==> config.mk <==
export PLATFORM = sky130hd
export DESIGN_NAME = facto_engine
export DESIGN_NICKNAME = d
export VERILOG_FILES = /design/src/rtl/facto_pkg.sv /design/src/rtl/facto_mul.sv /design/src/rtl/facto_engine.sv
export SDC_FILE = /design/constraint.sdc
export NUM_CORES = 2
export LEC_CHECK = 0
export BUFFER_PORTS_ARGS = -buffer_cell sky130_fd_sc_hd__buf_2
export CORE_MARGIN = 10
export CORE_UTILIZATION = 55
export CTS_CLUSTER_SIZE = 8
export DETAILED_ROUTE_END_ITERATION = 6
export PLACE_DENSITY = 0.73
export SETUP_SLACK_MARGIN = 0.2
export SLEW_MARGIN = 20
export SYNTH_ARGS = -nofsm -noshare
export SYNTH_HDL_FRONTEND = slang
export SYNTH_SLANG_ARGS = --single-unit
==> constraint.sdc <==
create_clock -name clk -period 5.5 [get_ports clk]
set_clock_uncertainty 0.05 [all_clocks]
set_input_delay 0.55 -clock clk [delete_from_list [all_inputs] [get_ports clk]]
set_output_delay 0.55 -clock clk [all_outputs]
set_load 0.005 [all_outputs]
==> src/rtl/facto_pkg.sv <==
// Shared types and default sizing for the factorial engine and its multiplier.
package facto_pkg;

    localparam int DATA_W     = 64;
    localparam int MUL_CYCLES = 64;

    typedef enum logic [2:0] {
        S_IDLE,
        S_LOAD,
        S_CHECK,
        S_MUL,
        S_DONE
    } state_t;

endpackage

==> src/rtl/facto_mul.sv <==
// Radix-2 shift-add multiplier: 2*DATA_W-bit multiplicand times DATA_W-bit multiplier,
// low 2*DATA_W bits kept, one multiplier bit per cycle, abortable.
module facto_mul #(
    parameter int DATA_W     = 64,
    parameter int MUL_CYCLES = 64
) (
    input  logic                  clk,
    input  logic                  reset,
    input  logic                  start_i,
    input  logic                  abort_i,
    input  logic [2*DATA_W-1:0]   mcand_i,
    input  logic [DATA_W-1:0]     mplier_i,
    output logic                  done_o,
    output logic [2*DATA_W-1:0]   product_o
);

    localparam int CNT_W = $clog2(MUL_CYCLES + 1);

    logic [2*DATA_W-1:0] mcand_q;
    logic [DATA_W-1:0]   mplier_q;
    logic [2*DATA_W-1:0] acc_q;
    logic [2*DATA_W-1:0] acc_d;
    logic [CNT_W-1:0]    cnt_q;
    logic                run_q;

    // Product of the current step is exposed combinationally so the final
    // step's sum is captured by the engine on the same edge that retires it.
    always_comb begin
        acc_d     = acc_q + (mplier_q[0] ? mcand_q : '0);
        product_o = acc_d;
        done_o    = run_q && (cnt_q == '0);
    end

    always_ff @(posedge clk) begin
        if (reset || abort_i) begin
            mcand_q  <= '0;
            mplier_q <= '0;
            acc_q    <= '0;
            cnt_q    <= '0;
            run_q    <= 1'b0;
        end else if (start_i) begin
            mcand_q  <= mcand_i;
            mplier_q <= mplier_i;
            acc_q    <= '0;
            cnt_q    <= CNT_W'(MUL_CYCLES - 1);
            run_q    <= 1'b1;
        end else if (run_q) begin
            acc_q    <= acc_d;
            mcand_q  <= mcand_q << 1;
            mplier_q <= mplier_q >> 1;
            if (cnt_q == '0) begin
                run_q <= 1'b0;
            end else begin
                cnt_q <= cnt_q - CNT_W'(1);
            end
        end
    end

endmodule

==> src/rtl/facto_engine.sv <==
// Iterative factorial engine: acc = N! mod 2^(2*DATA_W) via repeated shift-add multiplies.
//   state   | meaning
//   S_IDLE  | waiting for an op_start rising edge
//   S_LOAD  | acc=1, n=operand
//   S_CHECK | n>1 launches a multiply step, else finish
//   S_MUL   | multiplier running acc*n
//   S_DONE  | result held, op_done=1, new start allowed
module facto_engine
    import facto_pkg::*;
#(
    parameter int DATA_W     = facto_pkg::DATA_W,
    parameter int MUL_CYCLES = facto_pkg::MUL_CYCLES
) (
    input  logic              clk,
    input  logic              reset,
    input  logic              op_start,
    input  logic              op_clear,
    input  logic              intr_en,
    input  logic [DATA_W-1:0] operand,
    output logic [DATA_W-1:0] result_h,
    output logic [DATA_W-1:0] result_l,
    output logic              op_done,
    output logic              busy,
    output logic              interrupt
);

    state_t              state_q;
    logic [2*DATA_W-1:0] acc_q;
    logic [DATA_W-1:0]   n_q;
    logic [DATA_W-1:0]   result_h_q;
    logic [DATA_W-1:0]   result_l_q;
    logic                op_done_q;
    logic                busy_q;
    logic                op_start_prev_q;

    logic                start_edge;
    logic                mul_start;
    logic                mul_done;
    logic [2*DATA_W-1:0] mul_product;

    assign start_edge = op_start && !op_start_prev_q;
    assign mul_start  = (state_q == S_CHECK) && (n_q > DATA_W'(1)) && !op_clear;

    facto_mul #(
        .DATA_W     (DATA_W),
        .MUL_CYCLES (MUL_CYCLES)
    ) u_mul (
        .clk       (clk),
        .reset     (reset),
        .start_i   (mul_start),
        .abort_i   (op_clear),
        .mcand_i   (acc_q),
        .mplier_i  (n_q),
        .done_o    (mul_done),
        .product_o (mul_product)
    );

    always_ff @(posedge clk) begin
        if (reset) begin
            state_q         <= S_IDLE;
            acc_q           <= '0;
            n_q             <= '0;
            result_h_q      <= '0;
            result_l_q      <= '0;
            op_done_q       <= 1'b0;
            busy_q          <= 1'b0;
            op_start_prev_q <= 1'b0;
        end else begin
            op_start_prev_q <= op_start;
            // Clear wins over a coincident start edge; that edge is consumed here.
            if (op_clear) begin
                state_q    <= S_IDLE;
                acc_q      <= '0;
                n_q        <= '0;
                result_h_q <= '0;
                result_l_q <= '0;
                op_done_q  <= 1'b0;
                busy_q     <= 1'b0;
            end else begin
                case (state_q)
                    S_IDLE, S_DONE: begin
                        if (start_edge) begin
                            state_q    <= S_LOAD;
                            busy_q     <= 1'b1;
                            result_h_q <= '0;
                            result_l_q <= '0;
                            op_done_q  <= 1'b0;
                        end
                    end
                    S_LOAD: begin
                        acc_q   <= (2*DATA_W)'(1);
                        n_q     <= operand;
                        state_q <= S_CHECK;
                    end
                    S_CHECK: begin
                        if (n_q > DATA_W'(1)) begin
                            state_q <= S_MUL;
                        end else begin
                            state_q    <= S_DONE;
                            busy_q     <= 1'b0;
                            result_h_q <= acc_q[2*DATA_W-1:DATA_W];
                            result_l_q <= acc_q[DATA_W-1:0];
                            op_done_q  <= 1'b1;
                        end
                    end
                    S_MUL: begin
                        if (mul_done) begin
                            acc_q   <= mul_product;
                            n_q     <= n_q - DATA_W'(1);
                            state_q <= S_CHECK;
                        end
                    end
                    default: begin
                        state_q <= S_IDLE;
                        busy_q  <= 1'b0;
                    end
                endcase
            end
        end
    end

    assign result_h  = result_h_q;
    assign result_l  = result_l_q;
    assign op_done   = op_done_q;
    assign busy      = busy_q;
    assign interrupt = op_done_q & intr_en;

endmodule
==> out/metrics.csv <==
metric;value;unit
setup TNS;0;ps
Max Root-Sink Buffers;3;
Period minus WS final;4943;ps
Clock Pin Slew Worst Setup and Hold Paths;50;ps
area grow syn2layout;10.50;%
Main synth FF type;dfxtp_1;
GRT Total Usage;26.49;%
LEAKAGE;14.45;nW
Slew headroom;22.70;%
Post-synth ARST share;0;%
HP Class;input port to flip-flop;
Mapped Cells;4245;
Synth cell types;74;
Max Clk Rate;202.3;MHz
slowest CP cell;o211ai_1;
endpoint type of the worst setup path;flip-flop;
Commonest cells post-synth;654 x dfxtp_1, 648 x nor2_1, 305 x clkbuf_1;
met2 WL;46.40;mm
sequential area share after synthesis;37.46;%
critical-path cell list;and2_1 -> ha_1 -> o211ai_1 -> o21ai_0 -> nand3_1 -> a311oi_1 -> buf_4 -> o21ai_0 -> o211ai_1 -> a31oi_1 -> o41a_1 -> o21ai_0 -> xnor2_1 -> o21ai_0;
vias in the first global route;29880;
initial core utilization;55.50;%
RePlAce Congestion;0.9988;
Power Density;263.9;nW/um^2
Yosys warnings;0;
root buf cell;clkbuf_16;
largest net degree at the start of global routing;188;
number of synthesized flops with an enable pin;0;
Post-Route M1 WL;46.65;mm
Pre-Repair DR Iteration Count;7;
max-cap violations;0;
post-route antenna net violation count;0;
# rows;92;
biggest area consumer among synthesized cells;dfxtp_1;
CTS tree;yes;
Post-CTS Setup Bufs;0;
CP max FO;54;
Post-Syn Nets;4446;
top sig layer;met4;
CP max stage delay;550;ps
Wirelength per Cell;19.99;um
fillers;5660;
final hold vios;0;
diode count;0;
top post-synthesis cells by area;dfxtp_1 37%, mux2i_1 8.1%, nor2_1 7.0%;
outcome;finished clean;
most frequent CP cell;o21ai_0;
Hold Worst Slack;54.53;ps
global-route wire length before repair;163.3;mm
Worst Setup Start Kind;flip-flop;
Yosys reg bits;654;
Avg Cell Area, Syn;8.233;um^2
Top Family by Delay on Critical Path;compound AO/OA/AOI/OAI gates;
HPWL Detailed;70.67;mm
vias per cell;6.147;
Die H;272.1;um
core area;62970;um^2
share of cells above drive strength 1;8.976;%
Detailed Route Iter0 Violations;2612;
setup slack at placement;310.8;ps
Port Buffers;199;
max-slew violation count;0;
WP data arrival;5380;ps
H-tree Lvls;3;
final setup margin;557.5;ps
Routed WL;102.0;mm
die area;74020;um^2
DP Area;36220;um^2
most common cell in the netlist;dfxtp_1;
# nets final;4450;
Clock Sink Count;654;
Slew @ Worst Pin;1160;ps
grt ovf;0;
Crit Path Category;flip-flop to flip-flop;
cts bufs inserted;91;
fin crit share;89.86;%
maximum vdd drop;0.2851;mV
Die X;272.1;um
antenna violations before repair;0;
Critical Path RT;5940;ps
final setup fails;0;
io pins;200;
DRC;0;
clk_lat worst skew;650;ps
synthesized area;34950;um^2
via count;31360;
RSZ-0062 raised after global routing;false;
CP bufs+invs;1;
top cell type's share of synthesized area;37.46;%
routed wl met3;5.785;mm
Final Cell Area;38620;um^2
Hold Buf Count CTS;0;
-- final cells by class --
| type | count | area, um^2 | area share, % |
|---|---|---|---|
| Clock inverter | 5 | 70.07 | 0.1814 |
| Sequential cell | 654 | 13100 | 33.93 |
| Tap cell | 846 | 1059 | 2.741 |
| Multi-Input combinational cell | 3213 | 20520 | 53.14 |
| Clock buffer | 95 | 2292 | 5.936 |
| Inverter | 52 | 195.2 | 0.5055 |
| Timing Repair Buffer | 237 | 1376 | 3.564 |
-- power breakdown --
part	leakage, nW	switching (mW)	internal, mW	total, mW
Clock	1.16	2.02	2.91	4.93
Sequential	5.27	0.0213	4.76	4.78
Combinational	8.02	0.340	0.135	0.475
-- metrics by stage --
step / total power [mW] / cells / utilization, %
finish: 10.19 / 5102 / 61.33
detailed placement: 5.342 / 5001 / 57.52
floorplan: 5.194 / 4245 / -
CTS: 10.26 / 5101 / 61.27
global placement: 5.339 / 5001 / 57.52
global route: 10.50 / 5102 / 61.33
-- final timing paths --
path | from | endpoint | slack, ps | depth (start not counted)
setup reg to reg | u_mul.mplier_q[0] | acc_q[125] | 560 | 14
setup / recovery | u_mul.mplier_q[0] | acc_q[125] | 560 | 14
hold / removal | reset | op_start_prev_q | 50 | 2
hold reg to reg | u_mul.acc_q[115] | u_mul.acc_q[115] | 410 | 2
-- per-layer routing --
metal	global-route usage, %	vias up
li1	-	15340
met1	35.51	14910
met2	42.50	923
met3	4.522	189
met4	9.269	0
met5	0	-
-- registers in the layout, summed over array words and instances, names as in the netlist --
name / count
state_q: 3
acc_q: 128
op_done: 1
u_mul.mplier_q: 64
op_start_prev_q: 1
n_q: 64
u_mul.acc_q: 128
u_mul.cnt_q: 7
u_mul.mcand_q: 128
result_h: 64
u_mul.run_q: 1
busy: 1
result_l: 64
-- cells in the final DEF (no fill, tap or decap), drive strengths merged, types with 64 or more instances in the layout --
master	n
dfxtp	654
nor2	648
a21oi	291
mux2i	283
nand2	255
o21ai	240
buf	237
a211oi	233
a22oi	180
and2	139
ha	131
clkbuf	95
nand4	74
xnor2	69
nor3	67
nand3	64
-- cell families after synthesis --
family / after synthesis / share of synthesized area (%)
DFF: 654 / 37.46
adders and majority gates: 132 / 4.747
buffers and inverters: 378 / 4.096
muxes: 284 / 8.138
xor gates and xnor gates: 132 / 3.308
and+or+nand+nor: 1395 / 18.46
AOI/OAI and AO/OA: 1270 / 23.78
-- timing repair --
action,CTS,global route
gates resized for setup,0,1
hold endpoints to repair,0,0
endpoints found under the setup margin,0,4
(Power assumes the default switching activity.)
